### src/rtl/pc_pkg.sv
// Shared constants and command-select encoding for the program-counter sequencer.
package pc_pkg;

    localparam int DEF_ADDR_W      = 10;
    localparam int DEF_STACK_DEPTH = 4;
    localparam int DEF_RESET_VEC   = 0;

    // One-hot-free encoding of the single command that wins the priority decode
    typedef enum logic [2:0] {
        CMD_NONE  = 3'd0,
        CMD_FETCH = 3'd1,
        CMD_REL   = 3'd2,
        CMD_JUMP  = 3'd3,
        CMD_CALL  = 3'd4,
        CMD_RET   = 3'd5
    } cmd_e;

    function automatic int depth_bits(input int depth);
        return $clog2(depth + 1);
    endfunction

endpackage

### src/rtl/pc_ret_stack.sv
// Return-address stack: depth counter plus entry array; push-on-full and pop-on-empty are ignored.
module pc_ret_stack
    import pc_pkg::*;
#(
    parameter int ADDR_W      = DEF_ADDR_W,
    parameter int STACK_DEPTH = DEF_STACK_DEPTH
) (
    input  logic              clk,
    input  logic              rst_n,
    input  logic              push,
    input  logic              pop,
    input  logic [ADDR_W-1:0] din,
    output logic [ADDR_W-1:0] top,
    output logic              empty,
    output logic              full
);

    localparam int DW    = depth_bits(STACK_DEPTH);
    localparam int IW    = (STACK_DEPTH > 1) ? $clog2(STACK_DEPTH) : 1;
    localparam int SLOTS = 1 << IW;

    logic [DW-1:0]     depth_q, depth_d;
    logic [ADDR_W-1:0] entry_q [SLOTS];
    logic [ADDR_W-1:0] entry_d [SLOTS];
    logic [IW-1:0]     wr_idx;
    logic [IW-1:0]     rd_idx;

    assign empty  = (depth_q == '0);
    assign full   = (depth_q == DW'(STACK_DEPTH));
    assign wr_idx = IW'(depth_q);
    assign rd_idx = IW'(depth_q - 1'b1);
    assign top    = entry_q[rd_idx];

    always_comb begin
        depth_d = depth_q;
        entry_d = entry_q;
        if (push && !full) begin
            entry_d[wr_idx] = din;
            depth_d         = depth_q + 1'b1;
        end else if (pop && !empty) begin
            depth_d = depth_q - 1'b1;
        end
    end

    always_ff @(posedge clk) begin
        if (!rst_n) begin
            depth_q <= '0;
        end else begin
            depth_q <= depth_d;
        end
    end

    // Entries above the depth are never read, so they need no reset
    always_ff @(posedge clk) begin
        entry_q <= entry_d;
    end

endmodule

### src/rtl/pc_sequencer.sv
// Program-counter sequencer with jump, call/return stack and sticky stack error.
// Optional relative branch (rel/offset ports) enabled by defining PC_REL_BRANCH_EN.
module pc_sequencer
    import pc_pkg::*;
#(
    parameter int                ADDR_W      = DEF_ADDR_W,
    parameter int                STACK_DEPTH = DEF_STACK_DEPTH,
    parameter logic [ADDR_W-1:0] RESET_VEC   = ADDR_W'(DEF_RESET_VEC)
) (
    input  logic              clk,
    input  logic              rst_n,
    input  logic              fetch,
    input  logic              jump,
    input  logic              call,
    input  logic              ret,
    input  logic [ADDR_W-1:0] target,
`ifdef PC_REL_BRANCH_EN
    input  logic              rel,
    input  logic [ADDR_W-1:0] offset,
`endif
    output logic [ADDR_W-1:0] pc,
    output logic              pc_overflow,
    output logic              stack_empty,
    output logic              stack_full,
    output logic              stack_err
);

    logic [ADDR_W-1:0] pc_q, pc_d;
    logic              ovf_q, ovf_d;
    logic              err_q, err_d;
    logic [ADDR_W:0]   pc_inc;
    logic              rel_req;
    logic [ADDR_W-1:0] rel_sum;
    logic              rel_ovf;
    logic              stk_push, stk_pop;
    logic [ADDR_W-1:0] stk_top;
    logic              stk_empty, stk_full;
    cmd_e              cmd;

    assign pc_inc = {1'b0, pc_q} + (ADDR_W + 1)'(1);

`ifdef PC_REL_BRANCH_EN
    logic rel_carry;

    assign rel_req              = rel;
    assign {rel_carry, rel_sum} = {1'b0, pc_q} + {1'b0, offset};
    // Negative offset: no carry out of the unsigned add means the result went below zero
    assign rel_ovf              = offset[ADDR_W-1] ? ~rel_carry : rel_carry;
`else
    assign rel_req = 1'b0;
    assign rel_sum = '0;
    assign rel_ovf = 1'b0;
`endif

    always_comb begin
        cmd = CMD_NONE;
        if (ret) begin
            cmd = CMD_RET;
        end else if (call) begin
            cmd = CMD_CALL;
        end else if (jump) begin
            cmd = CMD_JUMP;
        end else if (rel_req) begin
            cmd = CMD_REL;
        end else if (fetch) begin
            cmd = CMD_FETCH;
        end
    end

    always_comb begin
        pc_d     = pc_q;
        ovf_d    = 1'b0;
        err_d    = err_q;
        stk_push = 1'b0;
        stk_pop  = 1'b0;
        case (cmd)
            CMD_FETCH: begin
                pc_d  = pc_inc[ADDR_W-1:0];
                ovf_d = pc_inc[ADDR_W];
            end
            CMD_REL: begin
                pc_d  = rel_sum;
                ovf_d = rel_ovf;
            end
            CMD_JUMP: begin
                pc_d = target;
            end
            CMD_CALL: begin
                if (stk_full) begin
                    err_d = 1'b1;
                end else begin
                    stk_push = 1'b1;
                    pc_d     = target;
                end
            end
            CMD_RET: begin
                if (stk_empty) begin
                    err_d = 1'b1;
                end else begin
                    stk_pop = 1'b1;
                    pc_d    = stk_top;
                end
            end
            default: begin
                pc_d = pc_q;
            end
        endcase
    end

    always_ff @(posedge clk) begin
        if (!rst_n) begin
            pc_q  <= RESET_VEC;
            ovf_q <= 1'b0;
            err_q <= 1'b0;
        end else begin
            pc_q  <= pc_d;
            ovf_q <= ovf_d;
            err_q <= err_d;
        end
    end

    // Return address is pc + 1 even when it wraps; a call never pulses pc_overflow
    pc_ret_stack #(
        .ADDR_W      (ADDR_W),
        .STACK_DEPTH (STACK_DEPTH)
    ) u_ret_stack (
        .clk   (clk),
        .rst_n (rst_n),
        .push  (stk_push),
        .pop   (stk_pop),
        .din   (pc_inc[ADDR_W-1:0]),
        .top   (stk_top),
        .empty (stk_empty),
        .full  (stk_full)
    );

    assign pc          = pc_q;
    assign pc_overflow = ovf_q;
    assign stack_err   = err_q;
    assign stack_empty = stk_empty;
    assign stack_full  = stk_full;

endmodule
### config.mk
export PLATFORM = sky130hd
export DESIGN_NAME = pc_sequencer
export DESIGN_NICKNAME = d
export VERILOG_FILES = /design/src/rtl/pc_pkg.sv /design/src/rtl/pc_ret_stack.sv /design/src/rtl/pc_sequencer.sv
export SDC_FILE = /design/constraint.sdc
export NUM_CORES = 1
export LEC_CHECK = 0
export CORE_MARGIN = 3
export CORE_UTILIZATION = 50
export DETAILED_ROUTE_END_ITERATION = 10
export GPL_ROUTABILITY_DRIVEN = 0
export GPL_TIMING_DRIVEN = 0
export HOLD_SLACK_MARGIN = 0.15
export PLACE_DENSITY = 0.82
export SLEW_MARGIN = 20
export SYNTH_ARGS = -nofsm -noshare
export SYNTH_HDL_FRONTEND = slang
export SYNTH_SLANG_ARGS = --single-unit
### constraint.sdc
create_clock -name clk -period 2.83 [get_ports clk]
set_clock_uncertainty 0.2 [all_clocks]
set_input_delay 0.4245 -clock clk [delete_from_list [all_inputs] [get_ports clk]]
set_output_delay 0.4245 -clock clk [all_outputs]
set_load 0.05 [all_outputs]
* Word-level counts from Yosys, hierarchy flattened *
Cells that the tools add are included.

word-level totals
  output and inout bits = 14
  word-level logic and storage cells = 60
  bits in registers = 55
  input bits = 16

operators by class
  $lt $le $gt $ge = 3
  bitwise gates (word level) = 2
  reduce and logical (&&, ||, !) cells = 12
  muxes and demuxes = 22
  add/subtract/negate cells = 3
  eq/ne operators = 10

operators with widths
  cell                                                                      count
  10-bit 2-to-1 mux                                                         5
  10-bit one-hot mux with 5 select lines                                    1
  40-bit bitwise mux                                                        1
  10-bit binary-select mux with 2-bit select                                1
  10-bit demux with 2-bit select                                            1
  3-bit 2-to-1 mux                                                          4
  10-bit by 1-bit adder with 11-bit output (second input constant)          1
  3-bit equality test (second input constant)                               3
  1-bit 2-to-1 mux                                                          7
  3-bit by 2-bit equality test with 1-bit output (second input constant)    2
  3-bit greater-or-equal comparator (second input constant)                 2
  2-bit inverter with 3-bit output                                          2
  3-bit AND reduction                                                       2
  5-bit nonzero test                                                        1
  2-bit by 1-bit inequality test with 1-bit output (second input constant)  2
  2-bit inequality test (second input constant)                             2
  2-bit nonzero test                                                        2
  3-bit by 1-bit adder with 3-bit output (second input constant)            1
  3-bit by 1-bit equality test with 1-bit output (second input constant)    1
  1-bit logical AND                                                         3
  3-bit logical NOT                                                         1
  3-bit by 1-bit < comparator with 1-bit output (second input constant)     1
  3-bit by 1-bit subtractor with 3-bit output (second input constant)       1
  1-bit logical NOT                                                         2
  3 further kinds                                                           3

* Logic depth before layout (Yosys ltp) *
  word-level depth = 9
  depth in mapped cells = 9
  mapped depth without buffers = 7

* Hierarchy *
From an unflattened synthesis, not the netlist that was laid out.

unflattened totals
  cells, all modules = 211
  area total of the unflattened synthesis = 2731.4 sq um

by module, submodules not included
  module        seq. area each (sq um)  times used  area each (sq um)  cells an instance
  pc_ret_stack  1261.2                  1           1803.0             93
  pc_sequencer  240.2                   1           928.4              118

* Least setup slack after synthesis *
No wires, ideal clock.

  path type = register -> register
  from = register u_ret_stack.depth_q[0]
  to = register u_ret_stack.depth_q[2]
  buffers on the path = 1
  required time = 2.518 ns
  slack = 0.077 ns
  cell stages (with the launch flop) = 9
  period minus slack after synthesis = 2.753 ns
  arrival time = 2.441 ns
  setup time = 0.112 ns
  cells stage by stage = dfxtp_1 > buf_4 > inv_1 > ha_1 > ha_1 > nor3b_2 > and2_1 > nor3_1 > a2111oi_1

on the way
  word-level cells in the longest chain between the ends = 5
  elaborated cells on any way between the ends = 15
  those cells by class = add/sub (2); eq/ne (1); mux (6); reduce/logical (6)

ends and longest elaborated chain
  element                                                        line                RTL
  start: declaration                                             pc_ret_stack.sv:22  logic [DW-1:0] depth_q, depth_d;
  start signal: assignment                                       pc_ret_stack.sv:49  depth_q <= depth_d;
  3-bit equality test *                                          pc_ret_stack.sv:29  assign full = (depth_q == DW'(STACK_DEPTH));
  via stack_full                                                 pc_sequencer.sv:24  output logic stack_full,
  1-bit 2-to-1 mux                                               pc_sequencer.sv:89  if (stk_full) begin
  1-bit 2-to-1 mux                                               pc_sequencer.sv:76  case (cmd)
  1-bit logical AND *                                            pc_ret_stack.sv:37  if (push && !full) begin
  3-bit 2-to-1 mux / 2-bit nonzero test (equally long branches)  -

Mark *: on every way through the listed nets, which the timed path passes. The rest lies on a longest branch. The select of a mux whose other input is x is not followed.
A chain may end at the register's enable or synchronous reset.

* Final worst setup path *
  from = register u_ret_stack.depth_q[0]
  to = output port stack_full

on the way
  word-level cells in the longest chain between the ends = 1

ends and longest elaborated chain
  element              line
  3-bit equality test  pc_ret_stack.sv:29
  end: declaration     pc_sequencer.sv:24

Every way passes these cells.

==> run_results.csv <==
group,metric,value,unit
worst_hold_path,hold_end,"stack_err$_SDFFE_PN0P_",
detailed_routing,drt_wl_total,5.66,mm
power,power.share.switching,39.4,%
detailed_routing,via_per_inst,5.84,
layout,nets,256,
setup_path,worstReg2RegEnd,"pc[6]$_SDFFE_PN0P_",
sta,timing_hold_violations_final,0,
cts,cts_buffers,5,
sta,min_period,2.70,ns
yosys,syn_nets,221,
cts,cts_tree,"built",
global_routing,grt_max_degree,17,
floorplan,rows,25,
yosys,synth_flop_cell,"edfxtp_1",
power,max-vdd-ir-drop,440,uV
yosys,synth_top_area_cell,"edfxtp_1",
layout,diodes,0,
cts,clk_pin_slew_worst_paths,0.09,ns
global_routing,grtUsageTotal,19.6,%
sta,clock.fmax,370,MHz
yosys,avgSynthCellArea,13.0,um^2
setup_path,critPathKind,"flip-flop to output port",
detailed_routing,route.detailed.drc,0,
setup_path,critPathMaxStageDelay,0.56,ns
yosys,synth.most_common_cell,"edfxtp_1",
worst_hold_path,holdPathStages,1,
setup_path,endpoint_kind,"output port",
place,hpwl,3.88,mm
cts,cts_max_level,2,
sta,setup_slack,0.127,ns
setup_path,worstRegToRegCells,8,
power,power_frac_clock,14.3,%
run_status,status,"finished, final reports clean",
setup_path,path_max_fanout,10,
global_routing,grt_overflow,0,
layout,multiInputGateArea,1020,um^2
setup_path,cp_slowest_cell,"dlygate4sd2_1",
layout,regArea,1500,um^2
floorplan,start_util,53.1,%
cts,clk_path_buf_depth,2,
layout,layout.cells.non_filler,301,
power,p_switching,1.15,mW
worst_hold_path,hold_class,"flip-flop to flip-flop",
yosys,syn_area,2570,um^2
cts,root_buffer,"clkbuf_8",
sta,slew_headroom,61.8,%
detailed_routing,drt-initial-drc-count,207,
power,p_leak,1.03,nW
run,drv_cap,0,
sta,drv_slew,0,
layout,synthToLayoutAreaGrowth,18.3,%
layout,design_area,3050,um^2
setup_path,crit_top_cell,"ha_1",
detailed_routing,antenna_left,0,
power,seqPwrFrac,41.0,%
setup_path,required,2.21,ns
floorplan,design.portCount,30,
cts,insertion_delay,0.31,ns
yosys,synth_seq_area_share,58.3,%
setup_path,rr_startpoint,"u_ret_stack.depth_q[0]$_SDFFE_PN0P_",
setup_path,arrival,2.08,ns
yosys,async_reset_ff_share,0,%
sta,finalCritPeriodShare,95.5,%
setup_path,crit_chain,"buf_6, inv_1, ha_1, ha_1, dlygate4sd2_1",
setup_path,cp-start-kind,"flip-flop",
global_routing,grt_pass1_vias,1704,
detailed_routing,first_pass_iters,4,
cts,clock-sinks,55,
yosys,synth-edff-count,40,
power,internal-power,1.76,mW
global_routing,grt_pass1_wl,9.00,mm
floorplan,die-area,6050,um^2
floorplan,die_w,77.8,um
layout,drive_above_1_share,14.5,%
yosys,yosys-top-cells-area,"edfxtp_1 (47%), dfxtp_1 (12%), mux4_2 (8.7%)",
place,pre_cts_slack,-0.279,ns
setup_path,path_buf_inv,3,
sta,rsz0062_at_grt,"no",
yosys,ys_top_cells_by_count,"edfxtp_1 (40), dfxtp_1 (15), a21oi_1 (12), nor2_1 (11)",
sta,setup_viol,0,
yosys,synth_top_area_share,46.6,%
layout,n_fill_cell,386,
detailed_routing,via_count,1758,
power,pwr-share-comb,44.7,%
yosys,synthCells,198,
power,powerDensity,956,nW/um^2
setup_path,r2r_slack,0.26,ns
detailed_routing,post_drt_wl_per_cell,18.8,um
worst_hold_path,hp-start,"stack_err$_SDFFE_PN0P_",
yosys,synthDistinctLibCells,48,
global_routing,antenna_found_initial,0,
place,place_inst,293,
setup_path,crit_family,"buffers and inverters",
sta,worst_slew_pin_slew,0.573,ns
setup_path,startpoint,"u_ret_stack.depth_q[0]$_SDFFE_PN0P_",
yosys,ys_ff_latch,55,
floorplan,core,4850,um^2
place,io_buffer_count,28,
floorplan,die_y,77.8,um
yosys,yosysWarnings,0,
place,placed_cell_area,2940,um^2
[layer usage]
metal  GRT usage [%]  wire length [um]  share of wire (%)  up-vias
met5               0                 0                  0        -
met4            6.23                50               0.88        0
met3            3.83               338                6.0        5
met2            29.8              2690                 47       56
met1            28.3              2590                 46      869
li1                -                 -                  -      828
[sequential cells by signal, indices dropped and copies added, names as in the netlist]
register and count:
u_ret_stack.depth_q 3, stack_err 1, pc_overflow 1, u_ret_stack.entry_q 40, pc 10
[cells in the final DEF, fill, tap and decap left out, drive strengths merged, types with 7 or more instances in the layout]
cell and n:
edfxtp 40, clkdlybuf4s50 26, dfxtp 15, a21oi 13, nor2 11, nand2 10, mux4 10, o21ai 10
clkbuf 9, inv 7, nor3 7, ha 7
[final cells by class]
class / instances / area share [%]
repair buffers: 29 / 9.36
multi-input cells: 127 / 33.6
well taps: 67 / 2.75
inverters: 7 / 0.862
plain buffers: 8 / 1.40
flip-flops and latches: 55 / 49.3
clock inverters: 2 / 0.411
clock buffers: 6 / 2.38
[power by group through the flow]
stage | clock [mW] | sequential, mW | combinational [mW]
finish | 0.417 | 1.19 | 1.30
global route | 0.460 | 1.21 | 1.40
CTS | 0.437 | 1.19 | 1.30
detailed placement | 0 | 1.21 | 1.30
global placement | 0 | 1.20 | 1.28
floorplan | 0 | 1.34 | 0.786
[logic make-up (layout without fill, tap and decap cells)]
kind of cell    Yosys count  count (layout)  share of synthesized area [%]
mux                      10              10                           8.75
fa+ha+maj                 7               7                           3.40
xor+xnor                  8               8                           2.72
flops                    55              55                           58.3
compound gates           47              47                           13.0
simple gates             55              55                           11.2
buf+inv                  16              52                           2.62
[worst reg2reg max path, cell delays in order, from the launching register on]
cell	delay [ns]
dfxtp_1	0.45
buf_6	0.23
inv_1	0.11
ha_1	0.25
ha_1	0.27
a21oi_2	0.28
a21o_2	0.26
nand2_1	0.12
o32ai_1	0.30
[worst max-delay path by stage]
stage	to	slack [ns]	cells past startpoint
2_1_floorplan	u_ret_stack.depth_q[2]$_SDFFE_PN0P_	0.08	8
3_3_place_gp	u_ret_stack.depth_q[2]$_SDFFE_PN0P_	-0.16	8
3_5_place_dp	u_ret_stack.depth_q[2]$_SDFFE_PN0P_	-0.28	8
4_1_cts	u_ret_stack.depth_q[2]$_SDFFE_PN0P_	-0.07	8
5_1_grt	stack_full	0.01	5
6_report	stack_full	0.13	5
[through the flow]
| stage | hold WS (ns) | utilization (%) | total power, mW | TNS [ns] |
|---|---|---|---|---|
| 2_1_floorplan | 0.323 | - | 2.13 | 0 |
| 3_3_place_gp | 0.247 | 60.6 | 2.48 | -0.160 |
| 3_5_place_dp | 0.272 | 60.6 | 2.51 | -0.739 |
| 4_1_cts | 0.294 | 62.4 | 2.92 | -0.0707 |
| 5_1_grt | 0.349 | 62.8 | 3.07 | 0 |
| 6_report | 0.287 | 62.8 | 2.91 | 0 |
[what timing repair did]
| item | 4_1_cts | 5_1_grt |
|---|---|---|
| setup endpoints to repair | 23 | 34 |
| hold buffers | 0 | 0 |
| gates resized for setup | 4 | 8 |
| pin swaps | 0 | 1 |
| setup buffers | 0 | 1 |
| cloned | 0 | 0 |
Note: power is estimated with default switching activity, not from simulation.
